===== config.mk =====
export PLATFORM = sky130hd
export DESIGN_NAME = sd_multiphase_synth
export DESIGN_NICKNAME = d
export VERILOG_FILES = /design/src/rtl/sd_pkg.sv /design/src/rtl/sd_phase_decode.sv /design/src/rtl/sd_multiphase_synth.sv
export SDC_FILE = /design/constraint.sdc
export NUM_CORES = 1
export LEC_CHECK = 0
export BUFFER_PORTS_ARGS = -buffer_cell sky130_fd_sc_hd__buf_2
export CORE_UTILIZATION = 25
export DETAILED_ROUTE_END_ITERATION = 10
export PLACE_DENSITY = 0.37
export SLEW_MARGIN = 20
export SYNTH_ARGS = -nofsm -noshare
export SYNTH_HDL_FRONTEND = slang
export SYNTH_SLANG_ARGS = --single-unit

===== constraint.sdc =====
create_clock -name clk -period 6.22 [get_ports clk]
set_input_delay 0.622 -clock clk [delete_from_list [all_inputs] [get_ports clk]]
set_output_delay 0.622 -clock clk [all_outputs]
set_load 0.05 [all_outputs]

===== src/rtl/sd_pkg.sv =====
// Shared definitions for the multi-phase sigma-delta synthesiser.
//   SD_MODE_ONEHOT / SD_MODE_THERM : values carried on mode_in / mode_q.
//   sd_idxw(n)                     : width of a ring index for n phases,
//                                    never narrower than one bit.
package sd_pkg;

  localparam logic SD_MODE_ONEHOT = 1'b0;
  localparam logic SD_MODE_THERM  = 1'b1;

  function automatic int sd_idxw(input int n);
    return (n <= 2) ? 1 : $clog2(n);
  endfunction

endpackage


===== src/rtl/sd_phase_decode.sv =====
// Combinational phase decoder: ring index + mode -> NPHASE output lines.
//   idx    : current ring index (0..NPHASE-1)
//   mode   : SD_MODE_ONEHOT -> only line idx high
//            SD_MODE_THERM  -> floor(NPHASE/2) consecutive lines high,
//                              starting at line idx and wrapping upward
//   sd_out : decoded phase lines
module sd_phase_decode
  import sd_pkg::*;
#(
  parameter int NPHASE = 4
) (
  input  logic [sd_idxw(NPHASE)-1:0] idx,
  input  logic                       mode,
  output logic [NPHASE-1:0]          sd_out
);

  always_comb begin
    sd_out = '0;
    for (int i = 0; i < NPHASE; i++) begin
      if (mode == SD_MODE_THERM) begin
        // Distance of line i ahead of idx around the ring.
        sd_out[i] = (((i + NPHASE - int'(idx)) % NPHASE) < (NPHASE / 2));
      end else begin
        sd_out[i] = (int'(idx) == i);
      end
    end
  end

endmodule


===== src/rtl/sd_multiphase_synth.sv =====
// Multi-phase sigma-delta frequency synthesiser.
// A first-order accumulator adds the active frequency word every enabled
// cycle; each carry steps a ring of NPHASE states, decoded to NPHASE lines.
//   clk, reset : clock, synchronous active-high reset
//   en         : accumulate enable (0 freezes acc and ring)
//   kin        : frequency word offered for loading
//   mode_in    : output mode travelling with kin (0 one-hot, 1 thermometer)
//   kin_valid  : kin/mode_in offered
//   kin_ready  : a new word can be taken this cycle
//   sd_out     : decoded phase outputs
//   phase_idx  : current ring index
//   wrap       : one-cycle pulse after the ring steps from NPHASE-1 to 0
module sd_multiphase_synth
  import sd_pkg::*;
#(
  parameter int NPHASE     = 4,
  parameter int BITWIDTH   = 32,
  parameter int RESETPHASE = 0
) (
  input  logic                       clk,
  input  logic                       reset,
  input  logic                       en,
  input  logic [BITWIDTH-1:0]        kin,
  input  logic                       mode_in,
  input  logic                       kin_valid,
  output logic                       kin_ready,
  output logic [NPHASE-1:0]          sd_out,
  output logic [sd_idxw(NPHASE)-1:0] phase_idx,
  output logic                       wrap
);

  localparam int IDXW = sd_idxw(NPHASE);
  localparam logic [IDXW-1:0] LAST_IDX  = IDXW'(NPHASE - 1);
  localparam logic [IDXW-1:0] RESET_IDX = IDXW'(RESETPHASE);

  logic [BITWIDTH-1:0] acc;
  logic [BITWIDTH-1:0] k_active;
  logic [BITWIDTH-1:0] k_pend;
  logic [IDXW-1:0]     idx;
  logic                mode_q;
  logic                mode_pend;
  logic                pending;
  logic                wrap_q;

  logic [BITWIDTH:0]   sum;
  logic                carry;
  logic                at_wrap;
  logic                transfer;
  logic                apply;

  assign sum     = {1'b0, acc} + {1'b0, k_active};
  assign carry   = sum[BITWIDTH];
  // The edge on which the ring steps NPHASE-1 -> 0.
  assign at_wrap = en && carry && (idx == LAST_IDX);

  // Handshake: a word transfers on any edge where kin_valid && kin_ready.
  // kin_ready is high whenever no update is waiting (and never during reset);
  // kin_valid may drop or change freely while kin_ready is low.
  assign kin_ready = !pending && !reset;
  assign transfer  = kin_valid && kin_ready;

  // A stopped ring takes the new word immediately; a running ring only at
  // wrap, so the phase sequence never jumps. The wrap edge itself still
  // accumulates with the old word.
  assign apply = pending && ((k_active == '0) || at_wrap);

  always_ff @(posedge clk) begin
    if (reset) begin
      acc       <= '0;
      idx       <= RESET_IDX;
      k_active  <= '0;
      k_pend    <= '0;
      mode_q    <= SD_MODE_ONEHOT;
      mode_pend <= SD_MODE_ONEHOT;
      pending   <= 1'b0;
      wrap_q    <= 1'b0;
    end else begin
      wrap_q <= at_wrap;
      if (en) begin
        acc <= sum[BITWIDTH-1:0];
        if (carry) begin
          idx <= (idx == LAST_IDX) ? '0 : idx + 1'b1;
        end
      end
      // transfer and apply are mutually exclusive (transfer needs !pending).
      if (apply) begin
        k_active <= k_pend;
        mode_q   <= mode_pend;
        pending  <= 1'b0;
      end
      if (transfer) begin
        k_pend    <= kin;
        mode_pend <= mode_in;
        pending   <= 1'b1;
      end
    end
  end

  assign phase_idx = idx;
  assign wrap      = wrap_q;

  sd_phase_decode #(
    .NPHASE(NPHASE)
  ) u_decode (
    .idx   (idx),
    .mode  (mode_q),
    .sd_out(sd_out)
  );

endmodule


* Yosys cells after proc, flatten, opt, wreduce, memory -nomap -nowiden *
Cells that the tools add are included.

storage, ports and cells
  logic and storage cells = 49
  output and inout port bits = 8
  bits in registers = 102
  input bits = 37

cells by class
  reduce and logical (&&, ||, !) cells = 16
  equal/unequal tests = 4
  bitwise gates (word level) = 4
  add/subtract/negate cells = 6
  magnitude comparators = 4
  mux-type cells = 7

operator list
  cell                                                               number
  32-bit by 32-bit adder with 33-bit output                          1
  32-bit logical NOT                                                 1
  3-bit by 2-bit subtractor with 4-bit output, first input constant  4
  3-bit < comparator, second input constant                          4
  2-bit OR reduction                                                 4
  2-bit == test, second input constant                               3
  1-bit 2-to-1 mux                                                   6
  1-bit logical AND                                                  5
  1-bit bitwise AND                                                  4
  2-bit by 1-bit adder with 2-bit output, second input constant      1
  2-bit by 1-bit == test with 1-bit output, second input constant    1
  1-bit logical NOT                                                  2
  2-bit logical NOT                                                  1
  2-bit 2-to-1 mux                                                   1
  2-bit AND reduction                                                1
  2-bit nonzero test                                                 1
  1-bit logical OR                                                   1

* Longest topological paths before layout *
Gate-level depths: netlist of the first run.

  depth in word-level cells = 7
  depth in mapped cells = 12
  mapped depth without buffers = 10

* Cells and area by module *
From an unflattened synthesis of the first run, not the netlist that was laid out.

second synthesis, totals
  cells, all modules = 629
  area, all modules = 5320.1 sq um

by module, submodules not included
  module               sequential area each (sq um)  cells each  area each (sq um)  times used
  sd_multiphase_synth  2042.0                        618         5215.0             1
  sd_phase_decode      0.0                           11          105.1              1

* Least setup slack after synthesis of the first run *
Ideal clock, no wire load.

  kind = register -> register
  from = reg acc[1]
  to = reg acc[29]
  path slack = 3.584 ns
  required time = 6.098 ns
  buffers on the path = 0
  period minus slack after synthesis = 2.636 ns
  setup time = 0.122 ns
  arrival time = 2.514 ns
  cell stages (with the launch flop) = 10
  cells stage by stage = dfxtp_1 > ha_1 > a211oi_2 > o211ai_2 > a221oi_4 > a211oi_2 > or3_1 > nand3_1 > mux2_2 > a311o_1

on the way
  longest elaborated chain between the ends = 1

ends and longest elaborated chain
  item                                       RTL line                   RTL
  from (decl)                                sd_multiphase_synth.sv:36  logic [BITWIDTH-1:0] acc;
  from (signal assigned)                     sd_multiphase_synth.sv:80  acc <= sum[BITWIDTH-1:0];
  32-bit by 32-bit adder with 33-bit output  sd_multiphase_synth.sv:51  assign sum = {1'b0, acc} + {1'b0, k_active};

No other way between the ends.
A chain may end at the register's enable or synchronous reset.

* Worst setup path after layout of the first run *
  from = reg k_active[0]
  to = reg k_active[19]

on the way
  longest elaborated chain between the ends = 5
  elaborated cells between the ends (all ways) = 6

ends and longest elaborated chain
  item                                       RTL line                   RTL
  from (decl)                                sd_multiphase_synth.sv:37  logic [BITWIDTH-1:0] k_active;
  from (signal assigned)                     sd_multiphase_synth.sv:87  k_active <= k_pend;
  32-bit by 32-bit adder with 33-bit output  sd_multiphase_synth.sv:51
  1-bit logical AND (2 in series)            sd_multiphase_synth.sv:54  assign at_wrap = en && carry && (idx == LAST_IDX);
  1-bit logical OR (*)                       sd_multiphase_synth.sv:65  assign apply = pending && ((k_active == '0) || at_wrap);
  1-bit logical AND (*)                      sd_multiphase_synth.sv:65

Every way passes the cells marked *; elsewhere a longest branch is shown, timed or not.

==> flow_summary.json, run 1 <==
{
  "grt_setup_unrepaired": "no",
  "maxSlewViolCount": 0,
  "worstMarginPinSlew_ns": 0.8057,
  "layout-drive-gt1-share": 0.1439,
  "cts_num_sinks": 102,
  "gp_congestion": 0.8161,
  "netlist.area_leader.share": 0.3758,
  "avgSynthCellArea_um2": 8.425,
  "finClkSkew_ns": 0.009807,
  "cts-root-buf": "clkbuf_16",
  "drt_iter0_markers": 195,
  "io_pins": 45,
  "yosysTopAreaCell": "dfxtp_1",
  "rrSetupSlack_ns": 3.17,
  "num_rows": 53,
  "route.layer.met1.wl_um": 7522,
  "cts_htree_levels": 3,
  "clock_path_buffers": 2,
  "ys_warn_count": 0,
  "nFillCells": 2277,
  "finalSetupViolCount": 0,
  "top_layer": "met4",
  "crit_chain": "ha_1 > fa_1 > a21o_2 > a31oi_1 > or4b_4 > nand3_2 > and3_2 > o31ai_4 > buf_4 > nand3_1 > o21ai_0",
  "yosys-top-cells-count": "dfxtp_1 (102), nand2_1 (97), o21ai_0 (73)",
  "core_area_um2": 21150,
  "synth_edf_count": 0,
  "ant_nets": 0,
  "dr_total_vias": 4541,
  "grt_pass1_vias": 4255,
  "period_minus_slack_ns": 3.046,
  "cp_num_cells": 11,
  "critPathLaunchType": "register",
  "drc_errors": 0,
  "async_flop_share": 0,
  "fin_setup_tns_ns": 0,
  "antenna_found_initial": 0,
  "r2r-start": "k_active[0]$_SDFFE_PP0P_",
  "stdcell_area_um2": 6115,
  "post-dp-hpwl_um": 10130,
  "maxSlewHeadroom": 0.4628,
  "dieArea_um2": 22330,
  "leakage_nw": 2.477,
  "cp-endpoint": "k_active[19]$_SDFFE_PP0P_",
  "synth_cell_types": 67,
  "startpoint": "k_active[0]$_SDFFE_PP0P_",
  "ctsResizeCount": 0,
  "path_clk_slew_ns": 0.08,
  "synth.cell_area_um2": 5434,
  "slowest_delay_ns": 0.50,
  "fin_crit_sh": 0.4897,
  "drt-vias-per-instance": 4.785,
  "worstSkewPairLatency_ns": 0.36,
  "crit_fanout": 66,
  "crit_path_top_delay_cell": "buf_4",
  "diodes": 0,
  "postCtsSetupRepairBufs": 0,
  "cts_hold_buffers": 0,
  "postSynthCellCount": 645,
  "cp.buffers_inverters": 1,
  "initial_core_util": 0.2569,
  "die_y_um": 149.4,
  "wl_um": 14120,
  "wl_met2_um": 5978,
  "synth_ff_type": "dfxtp_1",
  "synth.area.top_cells": "dfxtp_1 (38%), ha_1 (8.3%), o21ai_0 (6.7%)",
  "track_usage": 0.1314,
  "grt_pass1_wl_um": 22630,
  "crit_required_ns": 6.50,
  "max_cap_viol_count": 0,
  "ys_ff_latch": 102,
  "reg2reg_to": "k_active[19]$_SDFFE_PP0P_",
  "cp-end-kind": "register",
  "gr-total-overflow": 0,
  "wire_per_inst_um": 14.88,
  "portBuffers": 44,
  "rr_worst_depth": 11,
  "nNetsFinal": 743,
  "die_x_um": 149.4,
  "drt_first_pass_iters": 4,
  "dpl_cell_area_um2": 5821,
  "wl_met3_um": 448,
  "ys_seq_area_frac": 0.3758,
  "yosysMostFrequentCell": "dfxtp_1",
  "min_from": "k_pend[24]$_SDFFE_PP0P_",
  "path_class": "register to register",
  "cts_buffers": 9,
  "p_per_area_nw_per_um2": 310.3,
  "worst_hold_path_type": "register to register",
  "outcome": "finished, final reports clean",
  "synth_nets": 719,
  "grt_max_degree": 74,
  "area_delta_synth_final_pct": 12.53,
  "finalHoldViolCount": 0,
  "ir_drop_mv": 0.1943,
  "critPathTopFamily": "compound AO/OA/AOI/OAI gates",
  "max_freq_mhz": 328.3,
  "cts_tree": "done",
  "crit_arrival_ns": 3.32
}
[kinds of logic after synthesis]
| group | share of synthesized area |
|---|---|
| xor+xnor | 0.03224 |
| fa+ha+maj | 0.08658 |
| mux | 0.03799 |
| compound gates | 0.2176 |
| simple gates | 0.2010 |
| flops | 0.3758 |
| buf+inv | 0.04881 |
[where the power goes]
part | total [mW] | switching (mW) | internal (mW)
registers | 0.813 | 0.0692 | 0.744
clock network | 0.578 | 0.296 | 0.282
logic | 0.506 | 0.330 | 0.175
total | 1.90 | 0.695 | 1.20
[flip-flops by register name, indices dropped and copies added (netlist names)]
signal and count:
k_active 32, pending 1, k_pend 32, mode_pend 1, acc 32, wrap 1, mode_q 1, phase_idx 2
[cell type report]
class	instances	area, um^2	area share
Inverter	13	48.80	0.007980
Clock buffer	9	225.2	0.03683
Sequential cell	102	2042	0.3339
Clock inverter	7	67.56	0.01105
Tap cell	275	344.1	0.05627
Multi-Input combinational cell	494	3129	0.5118
Timing Repair Buffer	49	257.7	0.04215
[metrics by stage]
stage	power (mW)	worst slack (ns)	instances	hold slack (ns)	utilization
floorplan	1.263	3.584	645	0.4306	-
global placement	1.339	3.235	933	0.4464	0.2752
detailed placement	1.344	3.158	933	0.4482	0.2752
CTS	1.925	3.138	949	0.4460	0.2890
global route	2.026	2.913	949	0.4508	0.2891
finish	1.898	3.174	949	0.4540	0.2891
[worst reg2reg max path, cell delays in order (launching register included)]
cell     delay, ns
dfxtp_1       0.33
ha_1          0.24
fa_1          0.42
a21o_2        0.23
a31oi_1       0.28
or4b_4        0.22
nand3_2       0.09
and3_2        0.24
o31ai_4       0.16
buf_4         0.50
nand3_1       0.16
o21ai_0       0.11
[placed cells by master (no fill, tap or decap), types with 4 or more instances in the layout]
cell	n
nor4_1	9
xor2_1	5
nand2_1	97
ha_1	36
o21ai_0	73
o21ai_1	6
dfxtp_1	102
inv_1	12
a311o_1	4
mux2_2	5
o22ai_1	4
mux2i_1	15
clkbuf_16	9
buf_2	44
and3_1	4
nand4_1	7
a211oi_1	9
nor3_1	11
nor2_1	43
buf_4	5
xnor2_1	15
or3_1	4
a21o_1	10
nand3_1	44
a21oi_1	40
[worst min-delay path by stage]
| stage | to | slack [ns] | cells past startpoint |
|---|---|---|---|
| 2_1_floorplan | k_active[31]$_SDFFE_PP0P_ | 0.43 | 2 |
| 5_1_grt | k_pend[29]$_SDFFE_PP0P_ | 0.45 | 3 |
| 4_1_cts | k_pend[10]$_SDFFE_PP0P_ | 0.45 | 3 |
| 3_3_place_gp | k_active[24]$_SDFFE_PP0P_ | 0.45 | 2 |
| 3_5_place_dp | k_active[24]$_SDFFE_PP0P_ | 0.45 | 2 |
| 6_report | k_active[24]$_SDFFE_PP0P_ | 0.45 | 2 |
[metal layers]
layer,global-route usage,vias up
met2,0.1954,59
met5,0,-
met1,0.1911,2092
li1,-,2380
met3,0.02165,10
met4,0.04133,0
Power figures use the tool's default switching activity.
==> run 2: changes to the inputs <==
--- a/config.mk
+++ b/config.mk
@@ -8,7 +8,7 @@
 export BUFFER_PORTS_ARGS = -buffer_cell sky130_fd_sc_hd__buf_2
 export CORE_UTILIZATION = 25
 export DETAILED_ROUTE_END_ITERATION = 10
-export PLACE_DENSITY = 0.37
+export PLACE_DENSITY = 0.38
 export SLEW_MARGIN = 20
 export SYNTH_ARGS = -nofsm -noshare
 export SYNTH_HDL_FRONTEND = slang
==> constraint.sdc (replaced) <==
create_clock -name clk -period 2.55 [get_ports clk]
set_input_delay 0.255 -clock clk [delete_from_list [all_inputs] [get_ports clk]]
set_output_delay 0.255 -clock clk [all_outputs]
set_load 0.05 [all_outputs]
==> flow_summary.json, run 2 (synthesis results as in run 1) <==
{
  "crit_required_ns": 2.80,
  "clock_path_buffers": 2,
  "cts-root-buf": "clkbuf_16",
  "rrSetupSlack_ns": -0.04,
  "fin_ws_ns": -0.03804,
  "layout-drive-gt1-share": 0.3355,
  "cts_htree_levels": 3,
  "post-dp-hpwl_um": 10960,
  "gr-total-overflow": 0,
  "core_area_um2": 21150,
  "path_clk_slew_ns": 0.08,
  "wl_um": 16340,
  "dieArea_um2": 22330,
  "grt_setup_unrepaired": "yes",
  "diodes": 0,
  "final_cell_mix": "nand2_1 (95), dfxtp_1 (92), buf_4 (85)",
  "io_pins": 45,
  "gp_congestion": 0.8315,
  "path_class": "register to register",
  "maxSlewHeadroom": 0.5779,
  "min_from": "kin[18]",
  "grt_pass1_vias": 4701,
  "num_rows": 53,
  "stdcell_count": 1044,
  "place_ws_ns": -0.2324,
  "dr_total_vias": 5009,
  "crit_arrival_ns": 2.84,
  "die_y_um": 149.4,
  "critPathLaunchType": "register",
  "worst_hold_path_type": "input pin to register",
  "initial_core_util": 0.2569,
  "grt_pass1_wl_um": 24760,
  "cp-end-kind": "register",
  "ant_nets": 0,
  "finalSetupViolCount": 7,
  "top_regs": "acc: 32 flops, k_active: 32 flops, k_pend: 32 flops",
  "drt-vias-per-instance": 4.798,
  "wire_per_inst_um": 15.65,
  "p_per_area_nw_per_um2": 800.8,
  "cts_tree": "done",
  "maxSlewViolCount": 0,
  "cts_num_sinks": 102,
  "max_cap_viol_count": 0,
  "r2r-start": "k_active[2]$_SDFFE_PP0P_",
  "grt_max_degree": 68,
  "dpl_cell_area_um2": 6482,
  "drt_first_pass_iters": 4,
  "leakage_nw": 3.106,
  "drt_iter0_markers": 139,
  "die_x_um": 149.4,
  "final_common_cell": "nand2_1",
  "stdcell_area_um2": 7483,
  "portBuffers": 44,
  "crit_fanout": 2,
  "antenna_found_initial": 0,
  "outcome": "complete, but fails checks",
  "period_minus_slack_ns": 2.588,
  "finClkSkew_ns": 0.01143,
  "drc_errors": 0,
  "fin_crit_sh": 1.015,
  "cts_hold_buffers": 0,
  "finalHoldViolCount": 0,
  "track_usage": 0.1432,
  "nNetsFinal": 838,
  "violations": "setup timing",
  "worstSkewPairLatency_ns": 0.36,
  "area_delta_synth_final_pct": 37.72,
  "ir_drop_mv": 0.4978,
  "worstMarginPinSlew_ns": 0.6324,
  "final_util": 0.3538,
  "dp.cells": 1010,
  "cts_buffers": 9,
  "max_freq_mhz": 386.4,
  "startpoint": "k_active[2]$_SDFFE_PP0P_"
}
## run 2: final cells by class
class,instances,area (um^2)
Sequential cell,102,2062
Clock buffer,10,239.0
Fill cell,2205,13670
Tap cell,275,344.1
Multi-Input combinational cell,494,3540
Inverter,13,48.80
Timing Repair Buffer,144,1177
Clock inverter,6,72.57
## run 2: where the power goes
part / leakage, nW / internal, mW / switching (mW) / total, mW
clock network: 0.153 / 0.727 / 0.735 / 1.46
registers: 0.836 / 1.82 / 0.167 / 1.99
logic: 2.12 / 1.25 / 1.29 / 2.54
## run 2: what timing repair did
item                       in CTS  in global routing
setup endpoints to repair      46                 47
buffers inserted                5                  5
hold endpoints to repair        0                  0
resized for setup              47                 69
pin swaps                      16                 26
cloned                          2                  6
## run 2: critical path: stages, from the launching register on
cell and delay, ns:
dfxtp_4 0.36, ha_4 0.21, o211ai_1 0.27, o211ai_2 0.15
a221oi_4 0.29, a211oi_2 0.14, or3_1 0.34, nand3_2 0.10
mux2_4 0.30, a311o_1 0.31
## run 2: path summary, 6_finish.rpt
check                        endpoint  cells past startpoint
min           k_pend[18]$_SDFFE_PP0P_                      3
max              acc[29]$_SDFFE_PP0P_                      9
min reg2reg  k_active[4]$_SDFFE_PP0P_                      2
max reg2reg      acc[29]$_SDFFE_PP0P_                      9
## run 2: through the flow
stage          total power, mW  TNS [ns]  hold slack [ns]
6_report                 5.993  -0.08200          0.08331
5_1_grt                  6.291    -3.569          0.09520
4_1_cts                  5.383   -0.6506          0.07139
3_5_place_dp             3.563    -7.892           0.4482
3_3_place_gp             3.544    -5.937           0.4468
2_1_floorplan            3.099         0           0.3636
## run 2: layer usage
| layer | global-route usage | share of wire | routed length (um) |
|---|---|---|---|
| met1 | 0.2142 | 0.52 | 8493 |
| met3 | 0.01616 | 0.022 | 363 |
| met4 | 0.04745 | 0.014 | 227 |
| met5 | 0 | 0 | 0 |
| met2 | 0.2100 | 0.44 | 7259 |
==> run 3: changes to the inputs <==
--- a/config.mk
+++ b/config.mk
@@ -6,9 +6,9 @@
 export NUM_CORES = 1
 export LEC_CHECK = 0
 export BUFFER_PORTS_ARGS = -buffer_cell sky130_fd_sc_hd__buf_2
-export CORE_UTILIZATION = 25
+export CORE_UTILIZATION = 54
 export DETAILED_ROUTE_END_ITERATION = 10
-export PLACE_DENSITY = 0.38
+export PLACE_DENSITY = 0.73
 export SLEW_MARGIN = 20
 export SYNTH_ARGS = -nofsm -noshare
 export SYNTH_HDL_FRONTEND = slang
==> flow_summary.json, run 3 (synthesis results as in run 1) <==
{
  "grt_setup_unrepaired": "yes",
  "grt_pass1_vias": 4701,
  "die_y_um": 102.3,
  "max_cap_viol_count": 0,
  "maxSlewViolCount": 0,
  "dr_total_vias": 5151,
  "cp_num_cells": 9,
  "cp-endpoint": "acc[29]$_SDFFE_PP0P_",
  "path_clk_slew_ns": 0.10,
  "gp_congestion": 0.8699,
  "fin_crit_sh": 1.040,
  "grt_pass1_wl_um": 22310,
  "stdcell_count": 880,
  "crit_path_top_delay_cell": "dfxtp_2",
  "post-dp-hpwl_um": 9385,
  "drc_errors": 0,
  "gr-total-overflow": 0,
  "maxSlewHeadroom": 0.6641,
  "place_ws_ns": -0.1673,
  "final_util": 0.7147,
  "num_rows": 36,
  "cts_tree": "done",
  "critPathTopFamily": "compound AO/OA/AOI/OAI gates",
  "wire_per_inst_um": 16.65,
  "area_delta_synth_final_pct": 28.55,
  "io_pins": 45,
  "crit_chain": "ha_4 > a211oi_4 > o211ai_2 > a221oi_4 > a211oi_2 > or3_4 > nand3_2 > mux2_4 > a311o_1",
  "cts_hold_buffers": 0,
  "fin_ws_ns": -0.1009,
  "rrSetupSlack_ns": -0.10,
  "path_class": "register to register",
  "diodes": 0,
  "dieArea_um2": 10470,
  "layout-drive-gt1-share": 0.3213,
  "pwr-share-seq": 0.370,
  "top_regs": "acc: 32 flops, k_active: 32 flops, k_pend: 32 flops",
  "cts-root-buf": "clkbuf_8",
  "p_clk_frac": 0.194,
  "max_freq_mhz": 377.2,
  "finClkSkew_ns": 0.01362,
  "antenna_found_initial": 0,
  "crit_fanout": 3,
  "drt_first_pass_iters": 5,
  "outcome": "complete, but fails checks",
  "ir_drop_mv": 0.5255,
  "ant_nets": 0,
  "violations": "setup timing",
  "cts_buffers": 9,
  "critPathLaunchType": "register",
  "final_cell_mix": "nand2_1 (96), dfxtp_1 (88), buf_4 (65)",
  "wl_um": 14650,
  "clock_path_buffers": 2,
  "crit_arrival_ns": 2.91,
  "p_comb_frac": 0.436,
  "cp-end-kind": "register",
  "finalSetupViolCount": 10,
  "whs_ns": 0.07382,
  "fin_setup_tns_ns": -0.2169,
  "portBuffers": 44,
  "p_switching_mw": 1.961,
  "p_int_mw": 3.457,
  "startpoint": "k_active[1]$_SDFFE_PP0P_",
  "worst_hold_path_type": "input pin to register",
  "cts_htree_levels": 3,
  "reg2reg_to": "acc[29]$_SDFFE_PP0P_",
  "period_minus_slack_ns": 2.651,
  "leakage_nw": 2.853,
  "p_per_area_nw_per_um2": 775.6,
  "cts_num_sinks": 102,
  "netSwitchingFraction": 0.3620,
  "nNetsFinal": 817,
  "finalHoldViolCount": 0,
  "drt-vias-per-instance": 5.853,
  "track_usage": 0.2751,
  "rr_worst_depth": 9,
  "core_area_um2": 9774,
  "die_x_um": 102.3,
  "grt_max_degree": 69,
  "final_common_cell": "nand2_1",
  "worstMarginPinSlew_ns": 0.5039,
  "r2r-start": "k_active[1]$_SDFFE_PP0P_",
  "slowest_delay_ns": 0.36,
  "initial_core_util": 0.5559,
  "cp.buffers_inverters": 0,
  "drt_iter0_markers": 396,
  "crit_required_ns": 2.81,
  "dp.cells": 844,
  "worstSkewPairLatency_ns": 0.37
}
==> run 3: changes by cell type in the layout (fill, tap and decap cells not counted), moves of 4 or more <==
| cell | before | now |
|---|---|---|
| a21oi_1 | 31 | 27 |
| a21oi_2 | 10 | 14 |
| buf_4 | 85 | 65 |
| clkbuf_16 | 15 | 1 |
| clkbuf_8 | 1 | 9 |
| dfxtp_1 | 92 | 88 |
| dfxtp_2 | 7 | 11 |
| ha_1 | 28 | 20 |
| ha_4 | 7 | 13 |
| nand3_1 | 23 | 33 |
| nand3_2 | 21 | 12 |
==> run 3: metal layers <==
layer / track usage / share of wire
met4: 0.09231 / 0.020
met5: 0 / 0
met3: 0.04036 / 0.051
met1: 0.3801 / 0.45
met2: 0.4399 / 0.48
==> run 3: how the worst min path moves through the flow <==
stage / start / end / slack (ns) / cells past startpoint
after floorplan: kin[0] / k_pend[0]$_SDFFE_PP0P_ / 0.36 / 2
after global placement: k_pend[25]$_SDFFE_PP0P_ / k_active[25]$_SDFFE_PP0P_ / 0.44 / 2
after detailed placement: k_pend[25]$_SDFFE_PP0P_ / k_active[25]$_SDFFE_PP0P_ / 0.45 / 2
after CTS: kin[10] / k_pend[10]$_SDFFE_PP0P_ / 0.07 / 3
after global routing: kin[21] / k_pend[21]$_SDFFE_PP0P_ / 0.08 / 3
final: kin[10] / k_pend[10]$_SDFFE_PP0P_ / 0.07 / 3
==> run 3: timing repair <==
action,in CTS,in global routing
gates resized for setup,38,76
gates cloned,4,1
setup buffers,11,5
pin swaps,14,20
setup endpoints to repair,41,46
==> run 3: final cells by class <==
| type | count | area [um^2] |
|---|---|---|
| Inverter | 13 | 48.80 |
| Clock inverter | 6 | 68.82 |
| Fill cell | 720 | 2789 |
| Timing Repair Buffer | 123 | 988.4 |
| Tap cell | 133 | 166.4 |
| Sequential cell | 102 | 2067 |
| Multi-Input combinational cell | 494 | 3522 |
| Clock buffer | 9 | 123.9 |
==> run 3: power groups by stage <==
| stage | sequential (mW) | combinational [mW] | clock, mW |
|---|---|---|---|
| floorplan | 1.95 | 1.15 | 0 |
| global placement | 2.00 | 1.40 | 0 |
| detailed placement | 2.01 | 1.44 | 0 |
| CTS | 1.98 | 2.10 | 1.06 |
| global route | 2.03 | 2.51 | 1.12 |
| finish | 2.01 | 2.36 | 1.05 |
==> run 3: through the flow <==
step           cell area [um^2]  power, mW
3_5_place_dp               6125      3.446
6_report                   6985      5.418
5_1_grt                    6985      5.658
2_1_floorplan              5480      3.099
4_1_cts                    6649      5.140
3_3_place_gp               6125      3.393
==> run 3: worst register-to-register path, delay by kind of cell (launching register included) <==
family                   cells  cell delay [ns]
AND/OR/NAND/NOR              2             0.45
flip-flops                   1             0.36
AO/OA/AOI/OAI                5             1.20
multiplexers                 1             0.31
adder cells (fa/ha/maj)      1             0.25
